**src/rtl/seg_scan_driver.sv**
```systemverilog
`default_nettype none
// +----------------------------------------------------------------------+
// | Module      : seg_scan_driver                                        |
// | Description : 8-digit multiplexed seven-segment driver with a        |
// |               per-frame shadow word, anode dead-time, leading-zero   |
// |               blanking and per-digit decimal points. Active-low pins.|
// | Revision    : 1.0 - initial release                                  |
// +----------------------------------------------------------------------+
module seg_scan_driver #(
  parameter int SCAN_DIV = 100000,
  parameter int DEAD     = 4
) (
  input  logic        clk_in,
  input  logic        RST,
  input  logic [31:0] data,
  input  logic        hold,
  input  logic        blank_lz,
  input  logic [7:0]  dp_mask,
  output logic [7:0]  SEG,
  output logic [7:0]  AN
);

  localparam logic [19:0] c_TICK_AT = 20'(SCAN_DIV - 1);
  localparam logic [19:0] c_DEAD    = 20'(DEAD);

  logic [19:0] r_cnt;
  logic [2:0]  r_idx;
  logic [19:0] r_dead;
  logic [31:0] r_shadow;
  logic        r_first;

  logic        w_tick;
  logic [19:0] w_cnt_n;
  logic [2:0]  w_idx_n;
  logic [19:0] w_dead_n;
  logic [31:0] w_shadow_n;
  logic [3:0]  w_nibble;
  logic        w_blank;
  logic [7:0]  w_an_n;
  logic [7:0]  w_seg_n;

  // Hex nibble to g..a segment pattern (active low).
  function automatic logic [6:0] glyph(input logic [3:0] v);
    logic [6:0] g;
    case (v)
      4'h0: g = 7'h40;
      4'h1: g = 7'h79;
      4'h2: g = 7'h24;
      4'h3: g = 7'h30;
      4'h4: g = 7'h19;
      4'h5: g = 7'h12;
      4'h6: g = 7'h02;
      4'h7: g = 7'h78;
      4'h8: g = 7'h00;
      4'h9: g = 7'h10;
      4'hA: g = 7'h08;
      4'hB: g = 7'h03;
      4'hC: g = 7'h46;
      4'hD: g = 7'h21;
      4'hE: g = 7'h06;
      default: g = 7'h0E;
    endcase
    return g;
  endfunction

  // Next-state values; outputs are derived from these so SEG/AN move on
  // the same edge as the digit index.
  always_comb begin
    w_tick     = (r_cnt == c_TICK_AT);
    w_cnt_n    = w_tick ? 20'd0 : r_cnt + 20'd1;
    w_idx_n    = w_tick ? r_idx + 3'd1 : r_idx;
    w_dead_n   = r_dead;
    if (w_tick)
      w_dead_n = c_DEAD;
    else if (r_dead != 20'd0)
      w_dead_n = r_dead - 20'd1;
    // Loads only at frame boundaries (or right after reset) keep the
    // displayed word consistent across all eight digits of a frame.
    w_shadow_n = r_shadow;
    if (!hold && (r_first || (w_tick && r_idx == 3'd7)))
      w_shadow_n = data;
    w_nibble   = w_shadow_n[{w_idx_n, 2'b00} +: 4];
    w_blank    = blank_lz && (w_idx_n != 3'd0) &&
                 ((w_shadow_n >> {w_idx_n, 2'b00}) == 32'd0);
    w_an_n     = (w_dead_n != 20'd0 || w_blank) ? 8'hFF
                                                : ~(8'd1 << w_idx_n);
    w_seg_n    = w_blank ? 8'hFF : {~dp_mask[w_idx_n], glyph(w_nibble)};
  end

  // Scan state and registered pin drivers.
  always_ff @(posedge clk_in or posedge RST) begin
    if (RST) begin
      r_cnt    <= 20'd0;
      r_idx    <= 3'd0;
      r_dead   <= c_DEAD;
      r_shadow <= 32'd0;
      r_first  <= 1'b1;
      SEG      <= 8'hFF;
      AN       <= 8'hFF;
    end else begin
      r_cnt    <= w_cnt_n;
      r_idx    <= w_idx_n;
      r_dead   <= w_dead_n;
      r_shadow <= w_shadow_n;
      r_first  <= 1'b0;
      SEG      <= w_seg_n;
      AN       <= w_an_n;
    end
  end

endmodule
`default_nettype wire

```
**config.mk**
```make
export PLATFORM = sky130hd
export DESIGN_NAME = seg_scan_driver
export DESIGN_NICKNAME = d
export VERILOG_FILES = /design/src/rtl/seg_scan_driver.sv
export SDC_FILE = /design/constraint.sdc
export NUM_CORES = 1
export LEC_CHECK = 0
export ABC_AREA = 1
export ABC_CLOCK_PERIOD_IN_PS = 7400
export BUFFER_PORTS_ARGS = -buffer_cell sky130_fd_sc_hd__buf_4
export CORE_MARGIN = 2
export CORE_UTILIZATION = 64
export DETAILED_ROUTE_END_ITERATION = 16
export GPL_TIMING_DRIVEN = 0
export PLACE_DENSITY = 0.83
export SLEW_MARGIN = 0
export SYNTH_ARGS = -nofsm -noshare
export SYNTH_HDL_FRONTEND = slang
export SYNTH_SLANG_ARGS = --single-unit
```
**constraint.sdc**
```tcl
create_clock -name clk_in -period 7.4 [get_ports clk_in]
set_clock_uncertainty 0.1 [all_clocks]
set_input_delay 1.85 -clock clk_in [delete_from_list [all_inputs] [get_ports clk_in]]
set_output_delay 1.85 -clock clk_in [all_outputs]
set_load 0.05 [all_outputs]
```
==> flow_summary.ini, run 1 <==
[run_status]
status = finished clean

[timing]
holdWs_ps = 382
hold_viol = 0
max_slew.worst_pin.slew_ps = 536
finalWorstSetupSlack_ps = 2990
max_freq_mhz = 227
post-route-period-util_pct = 59.6
slew_headroom_pct = 64.1
fin_crit_ps = 4410
maxSlewViolCount = 0
setup_violations = 0
finalSetupTns_ps = 0
rsz0062_at_grt = no

[final_layout]
drive_gt1_share_pct = 16.3
n_antenna_cell = 0
area_growth_pct = 14.9
fillers = 709
final_nets = 902
finalNonFillerCells = 960
seqCellArea_um2 = 2320
multiInputGateArea_um2 = 2630

[global_route]
overflow = 0
grt_pass1_vias = 4999
antenna_found_initial = 0
grt_max_degree = 67
grt_usage_pct = 28.6
grt_pass1_wl_mm = 22.4

[pwr]
leakagePower_nw = 3.74
swShare_pct = 29.1
p_comb_share_pct = 17.9
p_int_mw = 0.802
pwr-share-clk_pct = 33.7
p_seq_share_pct = 48.4
powerDensity_nw_per_um2 = 176
ir_drop_mv = 0.125
fin_total_pwr_mw = 1.13
power.switching_mw = 0.329

[placed_design]
place_congestion = 0.940
dp_slack_ps = 2660
dp.cells = 944
hpwl_mm = 9.87
portBuffers = 59

[clock_tree]
post_cts_buffers = 0
post_cts_resized = 0
clk_latency_ps = 360
h-tree-depth = 3
cts_buffers = 9
cts_buffer_depth = 2
cts-hold-fix-buffers = 0
cts_sinks = 92
cts_tree = done
root_buffer = clkbuf_8
clkTransAtPathRegs_ps = 80

[detailed_routing]
wirelength_mm = 12.8
wl_per_cell_um = 13.4
drc = 0
dr.first_iter.drc_count = 237
drtAntennaViolNets = 0
drtPass1Iterations = 6
vias_per_cell = 5.27
vias = 5055

[critical_path]
critPathRequiredTime_ps = 7590
end_kind = flip-flop
r2r_start = r_cnt[0]$_DFF_PP0_
worstPathMaxFanout = 10
crit_start = hold
startpoint_type = primary input
crit_top_cell = nand2_1
crit_slowest_cell = clkbuf_1
cpPeakStageDelay_ps = 380
arrival_ps = 4600
cp_cell_sequence = buf_4 -> inv_1 -> clkbuf_1 -> nand3_1 -> nand3_1 -> nand2_1 -> nand2_1 -> nand2_1 -> nand2_1 -> nand2_1 -> inv_1 -> ha_1 -> nand3_1 -> a21oi_1 -> nand2_1 -> nor2_1 -> nand2_1 -> inv_1 -> nand2_1 -> nor2_4 -> nand2_4 -> buf_6 -> nand3_1
crit_type = in -> reg

[synth]
ys_seq_area_share_pct = 41.6
synthCells = 776
yosysTopAreaCell = dfrtp_1
yosysUniqueCellTypes = 35
synth_top_area_share_pct = 33.2
syn_area_um2 = 5580
synth_nets = 831
synth_warnings = 0
syn_area_per_cell_um2 = 7.19
synth_area_leaders = dfrtp_1 33%, nand2_1 14%, nand3_1 9.4%
synth-seq-cells = 92

[run]
drv_cap = 0

[floorplanning]
start_util_pct = 65.0
io-pin-count = 60
die_h_um = 97.4
dieArea_um2 = 9480
fp.dieW_um = 97.4
fp-row-count = 34
coreArea_um2 = 8590

[min_path]
hold_class = reg -> reg
hold_start = r_shadow[4]$_DFF_PP0_
==> per-layer routing <==
layer	vias up	share of wire [%]	global-route usage, %
met3	20	4.8	4.46
met1	2350	43	36.4
li1	2543	-	-
met2	142	51	50.8
met4	0	1.5	8.12
met5	-	0	0
==> final cells by class <==
type | instances | area share, %
clock buffer | 10 | 1.99
buffer | 20 | 1.70
sequential | 92 | 36.3
multi-input combinational | 526 | 41.0
inverter | 138 | 8.12
tap | 108 | 2.11
timing repair buffer | 60 | 7.34
clock inverter | 6 | 1.48
==> power by group through the flow <==
stage	Clock [mW]	Sequential, mW	Combinational (mW)
global route	0.407	0.550	0.226
detailed placement	0	0.557	0.201
CTS	0.385	0.547	0.202
finish	0.381	0.547	0.203
floorplan	0	0.586	0.110
global placement	0	0.556	0.194
==> cells by family after synthesis <==
family | count (synthesis) | share of synthesized area [%]
xor+xnor | 26 | 4.42
simple gates | 452 | 36.6
fa+ha+maj | 11 | 2.47
flops | 92 | 41.6
other cells | 1 | 0.0672
compound gates | 36 | 3.56
buf+inv | 158 | 11.2
==> cell usage after synthesis (all sizes together) <==
library cell	instances
nor2	83
nor4	5
and2	2
ha	11
xnor2	4
buf	12
nand4	7
inv	138
o21ai	21
or2	1
nand3	110
dfrtp	74
o21bai	1
clkbuf	8
dfstp	18
conb	1
o211ai	2
nor3	16
xor2	22
a21oi	9
nand2	217
o22ai	3
nand3b	11
==> path summary, 6_finish.rpt <==
check	to	slack [ps]	depth (start not counted)
min	r_shadow[4]$_DFF_PP0_	380	2
max	AN[5]$_DFF_PP1_	2990	23
min reg2reg	r_shadow[4]$_DFF_PP0_	380	2
min in group asynchronous	r_dead[17]$_DFF_PP0_	1360	2
max in group asynchronous	SEG[1]$_DFF_PP1_	5170	3
max reg2reg	AN[5]$_DFF_PP1_	3380	24
==> layout by cell type (no fill, tap or decap), types with 3 or more instances in the layout <==
| cell | netlist | final |
|---|---|---|
| o21ai_1 | 5 | 5 |
| dfrtp_1 | 74 | 74 |
| o22ai_1 | 3 | 3 |
| buf_2 | 9 | 9 |
| nor2_1 | 80 | 80 |
| buf_6 | 3 | 3 |
| inv_1 | 132 | 131 |
| inv_2 | 6 | 6 |
| clkbuf_8 | 0 | 9 |
| a21oi_1 | 9 | 9 |
| nor4_1 | 5 | 5 |
| nand2_2 | 12 | 12 |
| dfstp_2 | 18 | 18 |
| xnor2_1 | 4 | 4 |
| o21ai_0 | 14 | 14 |
| clkbuf_1 | 8 | 9 |
| buf_4 | 0 | 59 |
| nor3_1 | 16 | 16 |
| ha_1 | 11 | 11 |
| nand3_1 | 105 | 105 |
| xor2_1 | 21 | 21 |
| nand2_1 | 203 | 203 |
| nand3_2 | 4 | 4 |
| nand4_1 | 6 | 6 |
| nand3b_1 | 11 | 11 |
==> per-stage QoR <==
step / area (um^2) / util, %
4_1_cts: 6410 / 74.6
5_1_grt: 6410 / 74.6
2_1_floorplan: 5580 / -
3_5_place_dp: 6190 / 72.0
6_report: 6410 / 74.6
3_3_place_gp: 6160 / 71.7
==> flip-flops by register name, summed over array words and instances (netlist names) <==
register,count
r_first,1
r_dead,20
r_shadow,32
r_idx,3
AN,8
r_cnt,20
SEG,8
==> worst max-delay path, delay by kind of cell <==
family                     cells  cell delay (ps)
and+or+nand+nor               15             1370
buffers and inverters          6             1010
adders and majority gates      1              230
AOI/OAI and AO/OA              1              140
Note: power is estimated with default switching activity, not from simulation.
==> run 2, diff against run 1 <==
ABC_CLOCK_PERIOD_IN_PS = 4160   (was 7400)
CORE_UTILIZATION = 59   (was 64)
PLACE_DENSITY = 0.77   (was 0.83)
clock period = 4.16 ns   (was 7.4 ns; I/O delays follow)
==> flow_summary.ini, run 2 (synthesis results as in run 1) <==
[final_layout]
n_antenna_cell = 0
final_nets = 904
multiInputGateArea_um2 = 2660
largest_reg_flops = 32
area_growth_pct = 15.8
top_regs = r_shadow (32), r_cnt (20), r_dead (20)
seqCellArea_um2 = 2320
drive_gt1_share_pct = 16.9
mostFrequentLayoutCell = nand2_1
mostFrequentLayoutCells = 203 x nand2_1, 131 x inv_1, 105 x nand3_1, 80 x nor2_1, 74 x dfrtp_1
fillers = 772
top_register = r_shadow

[run_status]
status = finished clean

[floorplanning]
fp-row-count = 35
dieArea_um2 = 10300
coreArea_um2 = 9200
io-pin-count = 60
start_util_pct = 60.7
fp.dieW_um = 101
die_h_um = 101

[detailed_routing]
wirelength_mm = 13.1
dr.first_iter.drc_count = 227
wl_per_cell_um = 13.5
vias_per_cell = 5.32
drc = 0
drtAntennaViolNets = 0
drtPass1Iterations = 4
vias = 5135

[clock_tree]
h-tree-depth = 3
cts_buffer_depth = 2
clk_latency_ps = 370
clkTransAtPathRegs_ps = 90
cts_buffers = 9
root_buffer = clkbuf_8
cts_sinks = 92
cts_tree = done

[global_route]
grt_max_degree = 48
grt_pass1_vias = 5073
grt_pass1_wl_mm = 23.0
grt_usage_pct = 28.0
antenna_found_initial = 0
overflow = 0

[critical_path]
crit_type = reg -> reg
worstPathMaxFanout = 10
critPathRequiredTime_ps = 4370
startpoint_type = flip-flop
end_kind = flip-flop
arrival_ps = 4000

[timing]
hold_viol = 0
finalSetupTns_ps = 0
post-route-period-util_pct = 91.3
finalWorstSetupSlack_ps = 361
max_freq_mhz = 263
slew_headroom_pct = 60.4
maxSlewViolCount = 0
fin_crit_ps = 3800
rsz0062_at_grt = no
max_slew.worst_pin.slew_ps = 594
setup_violations = 0

[pwr]
powerDensity_nw_per_um2 = 312
leakagePower_nw = 3.77
ir_drop_mv = 0.183
fin_total_pwr_mw = 2.02

[placed_design]
dp_slack_ps = 124
hpwl_mm = 9.92
place_congestion = 0.982
portBuffers = 59

[min_path]
hold_class = reg -> reg

[run]
drv_cap = 0
## run 2: per-layer routing
layer  vias to the layer above  share of wire (%)  global-route usage (%)
met2                       146                 50                    48.4
met3                        28                4.7                    4.62
met4                         0                2.5                    9.77
li1                       2555                  -                       -
met5                         -                  0                       0
met1                      2406                 42                    35.6
## run 2: layout make-up
| type | instances | share of cell area [%] |
|---|---|---|
| buffer | 20 | 1.74 |
| clock buffer | 9 | 1.92 |
| clock inverter | 7 | 1.53 |
| inverter | 138 | 8.05 |
| multi-input combinational | 526 | 41.2 |
| sequential | 92 | 36.0 |
| tap | 111 | 2.15 |
| timing repair buffer | 62 | 7.51 |
## run 2: final timing paths
check	start	endpoint	slack, ps	cells past startpoint
hold reg to reg	r_shadow[5]$_DFF_PP0_	r_shadow[5]$_DFF_PP0_	390	2
hold / removal	r_shadow[5]$_DFF_PP0_	r_shadow[5]$_DFF_PP0_	390	2
max in group asynchronous	RST	AN[1]$_DFF_PP1_	2620	3
setup reg to reg	r_cnt[0]$_DFF_PP0_	AN[5]$_DFF_PP1_	360	26
setup / recovery	r_cnt[0]$_DFF_PP0_	AN[5]$_DFF_PP1_	360	26
min in group asynchronous	RST	r_cnt[9]$_DFF_PP0_	650	2
## run 2: per-stage QoR
step | cell area, um^2 | hold WS (ps) | utilization, % | instances
5_1_grt | 6470 | 414 | 70.3 | 965
3_3_place_gp | 6160 | 358 | 67.0 | 946
3_5_place_dp | 6190 | 367 | 67.3 | 947
6_report | 6470 | 388 | 70.3 | 965
2_1_floorplan | 5580 | 338 | - | 776
4_1_cts | 6420 | 390 | 69.8 | 963
## run 2: critical path, cell delays in order (launching register included)
cell	delay [ps]
dfrtp_1	380
ha_1	200
nand3_1	190
nor2_4	190
nand3_4	190
xor2_4	240
buf_4	140
buf_4	160
nand3_1	100
nand2_1	110
nand2_1	80
nand2_1	70
nand2_1	70
nand2_1	100
inv_1	190
ha_1	250
nand3_1	90
a21oi_1	160
nand2_1	70
nor2_1	80
nand2_1	50
inv_1	50
nand2_1	70
nor2_4	110
nand2_4	90
buf_6	150
nand3_1	80
## run 2: repair_timing
| action | CTS | global route |
|---|---|---|
| endpoints found under the setup margin | 0 | 16 |
| gates resized for setup | 0 | 8 |
| buffers inserted | 0 | 2 |
| hold buffers | 0 | 0 |
## run 2: power breakdown
part           internal, mW  switching (mW)  leakage (nW)
registers             0.958          0.0160          1.12
logic                 0.124           0.236          2.53
clock network         0.344           0.342         0.115
total                  1.43           0.594          3.77
==> run 3, diff against run 2 <==
ABC_AREA = default   (was 1)
ABC_CLOCK_PERIOD_IN_PS = 3700   (was 4160)
CORE_UTILIZATION = 60   (was 59)
PLACE_DENSITY = 0.78   (was 0.77)
clock period = 3.7 ns   (was 4.16 ns; I/O delays follow)
==> flow_summary.ini, run 3 <==
[global_route]
grt_pass1_vias = 5401
overflow = 0
grt_max_degree = 49
antenna_found_initial = 0
grt_pass1_wl_mm = 28.1
grt_usage_pct = 35.2

[synth]
syn_area_um2 = 5760
synth_top_area_share_pct = 32.1
synthFlopType = dfrtp_1
synth.most_common_cell = nand2_1
synth_common_cells = 115 x nand2_1, 74 x dfrtp_1, 55 x nor2_1
synthCells = 629
yosysTopAreaCell = dfrtp_1
synth_area_leaders = dfrtp_1 32%, dfstp_2 8.2%, nand2_1 7.5%
syn_area_per_cell_um2 = 9.16
async_reset_ff_share_pct = 100
ys_seq_area_share_pct = 40.4
yosysUniqueCellTypes = 79
synth_nets = 684
synth-seq-cells = 92
synth_warnings = 0
synth_edf_count = 0

[timing]
hold_viol = 0
max_freq_mhz = 264
finalWorstSetupSlack_ps = -84.5
fin_crit_ps = 3780
rsz0062_at_grt = yes
post-route-period-util_pct = 102
finalSetupTns_ps = -440
max_slew.worst_pin.slew_ps = 675
setup_violations = 10
slew_headroom_pct = 54.9
holdWs_ps = 390
maxSlewViolCount = 0

[floorplanning]
die_h_um = 102
start_util_pct = 62.0
fp.dieW_um = 102
io-pin-count = 60
coreArea_um2 = 9280
fp-row-count = 35
dieArea_um2 = 10400

[final_layout]
mostFrequentLayoutCells = 113 x nand2_1, 95 x buf_4, 74 x dfrtp_1, 55 x nor2_1, 23 x inv_1
fillers = 650
area_growth_pct = 24.4
finalNonFillerCells = 867
largest_reg_flops = 32
mostFrequentLayoutCell = nand2_1
fin_util_pct = 77.2
drive_gt1_share_pct = 29.3
final_nets = 788
top_regs = r_shadow (32), r_cnt (20), r_dead (20)
n_antenna_cell = 0
top_register = r_shadow

[clock_tree]
cts_buffers = 9
root_buffer = clkbuf_8
clkTransAtPathRegs_ps = 100
h-tree-depth = 3
cts_buffer_depth = 2
cts_tree = done
cts_sinks = 92
clk_latency_ps = 380

[run]
drv_cap = 0

[critical_path]
crit_top_cell = buf_6
worstPathMaxFanout = 10
cp_cell_sequence = ha_2 -> and4_1 -> buf_6 -> and4_4 -> buf_6 -> a2111oi_1 -> a31oi_2 -> buf_4 -> o22ai_1 -> a221o_1 -> buf_2 -> inv_1 -> xnor2_1 -> o221ai_1 -> nand2b_4
cp_top_family = compound AO/OA/AOI/OAI gates
crit_type = reg -> reg
path_buf_inv = 5
end_kind = flip-flop
critPathRequiredTime_ps = 3910
crit_slowest_cell = a2111oi_1
startpoint_type = flip-flop
cpPeakStageDelay_ps = 670
arrival_ps = 3990

[detailed_routing]
vias_per_cell = 6.45
drtAntennaViolNets = 0
drc = 0
wirelength_mm = 17.9
dr.first_iter.drc_count = 475
wl_per_cell_um = 20.6
vias = 5595
drtPass1Iterations = 5

[run_status]
violations = setup timing
status = finished, violations left

[placed_design]
portBuffers = 59
dp.cells = 818
hpwl_mm = 12.3
place_congestion = 0.989

[pwr]
ir_drop_mv = 0.191
powerDensity_nw_per_um2 = 337
leakagePower_nw = 3.30

[min_path]
hold_class = reg -> reg
## run 3: worst register-to-register path, cell delays in order, from the launching register on
cell and delay, ps:
dfrtp_1 400, ha_2 190, and4_1 200, buf_6 140, and4_4 200, buf_6 150
a2111oi_1 670, a31oi_2 180, buf_4 220, o22ai_1 190, a221o_1 180, buf_2 220
inv_1 130, xnor2_1 150, o221ai_1 330, nand2b_4 70
## run 3: layout make-up
class / count / area (um^2) / area share [%]
clock buffer: 9 / 124 / 1.73
tap: 129 / 161 / 2.25
sequential: 92 / 2320 / 32.4
multi-input combinational: 479 / 3360 / 46.9
clock inverter: 7 / 95.1 / 1.33
inverter: 27 / 106 / 1.48
buffer: 29 / 225 / 3.14
timing repair buffer: 95 / 766 / 10.7
## run 3: final timing paths
check,end,startpoint,slack [ps],cells past startpoint
setup / recovery,SEG[0]$_DFF_PP1_,r_cnt[1]$_DFF_PP0_,-80,15
hold / removal,r_shadow[1]$_DFF_PP0_,r_shadow[1]$_DFF_PP0_,390,2
setup reg to reg,SEG[0]$_DFF_PP1_,r_cnt[1]$_DFF_PP0_,-80,15
hold reg to reg,r_shadow[1]$_DFF_PP0_,r_shadow[1]$_DFF_PP0_,390,2
max in group asynchronous,r_first$_DFF_PP1_,RST,2310,3
min in group asynchronous,r_dead[1]$_DFF_PP0_,RST,490,2
## run 3: logic make-up after synthesis
| kind of cell | after synthesis | share of synthesized area, % |
|---|---|---|
| and+or+nand+nor | 289 | 25.3 |
| AOI/OAI and AO/OA | 117 | 14.8 |
| DFF | 92 | 40.4 |
| buffers and inverters | 58 | 4.93 |
| xor gates and xnor gates | 31 | 4.71 |
| muxes | 30 | 7.45 |
| adders and majority gates | 11 | 2.39 |
| other | 1 | 0.0651 |
## run 3: layer usage
layer	share of wire (%)	wire length, um	global-route usage, %	vias to the layer above
li1	-	-	-	2476
met1	40	7160	46.2	2712
met2	47	8370	57.3	323
met3	9.2	1650	7.59	84
met4	4.0	720	13.6	0
met5	0	0	0	-
## run 3: timing repair
action	in CTS	in global routing
pin swaps	11	10
setup endpoints to repair	15	15
gates cloned	2	0
setup buffers	24	9
gates resized for setup	46	17
hold buffers	0	0
## run 3: metrics by stage
stage          cell area [um^2]  worst slack [ps]  total power [mW]
6_report                   7160             -84.5              2.41
3_5_place_dp               6430              -789              1.61
4_1_cts                    7050             -3.78              2.39
2_1_floorplan              5790             -23.2              1.45
3_3_place_gp               6400              -736              1.59
5_1_grt                    7160              -228              2.50
## run 3: power breakdown
part	leakage (nW)	switching (mW)	total, mW	internal, mW
sequential	1.15	0.0550	1.14	1.08
combinational	2.04	0.296	0.518	0.222
clock	0.111	0.422	0.754	0.332
total	3.30	0.773	2.41	1.64
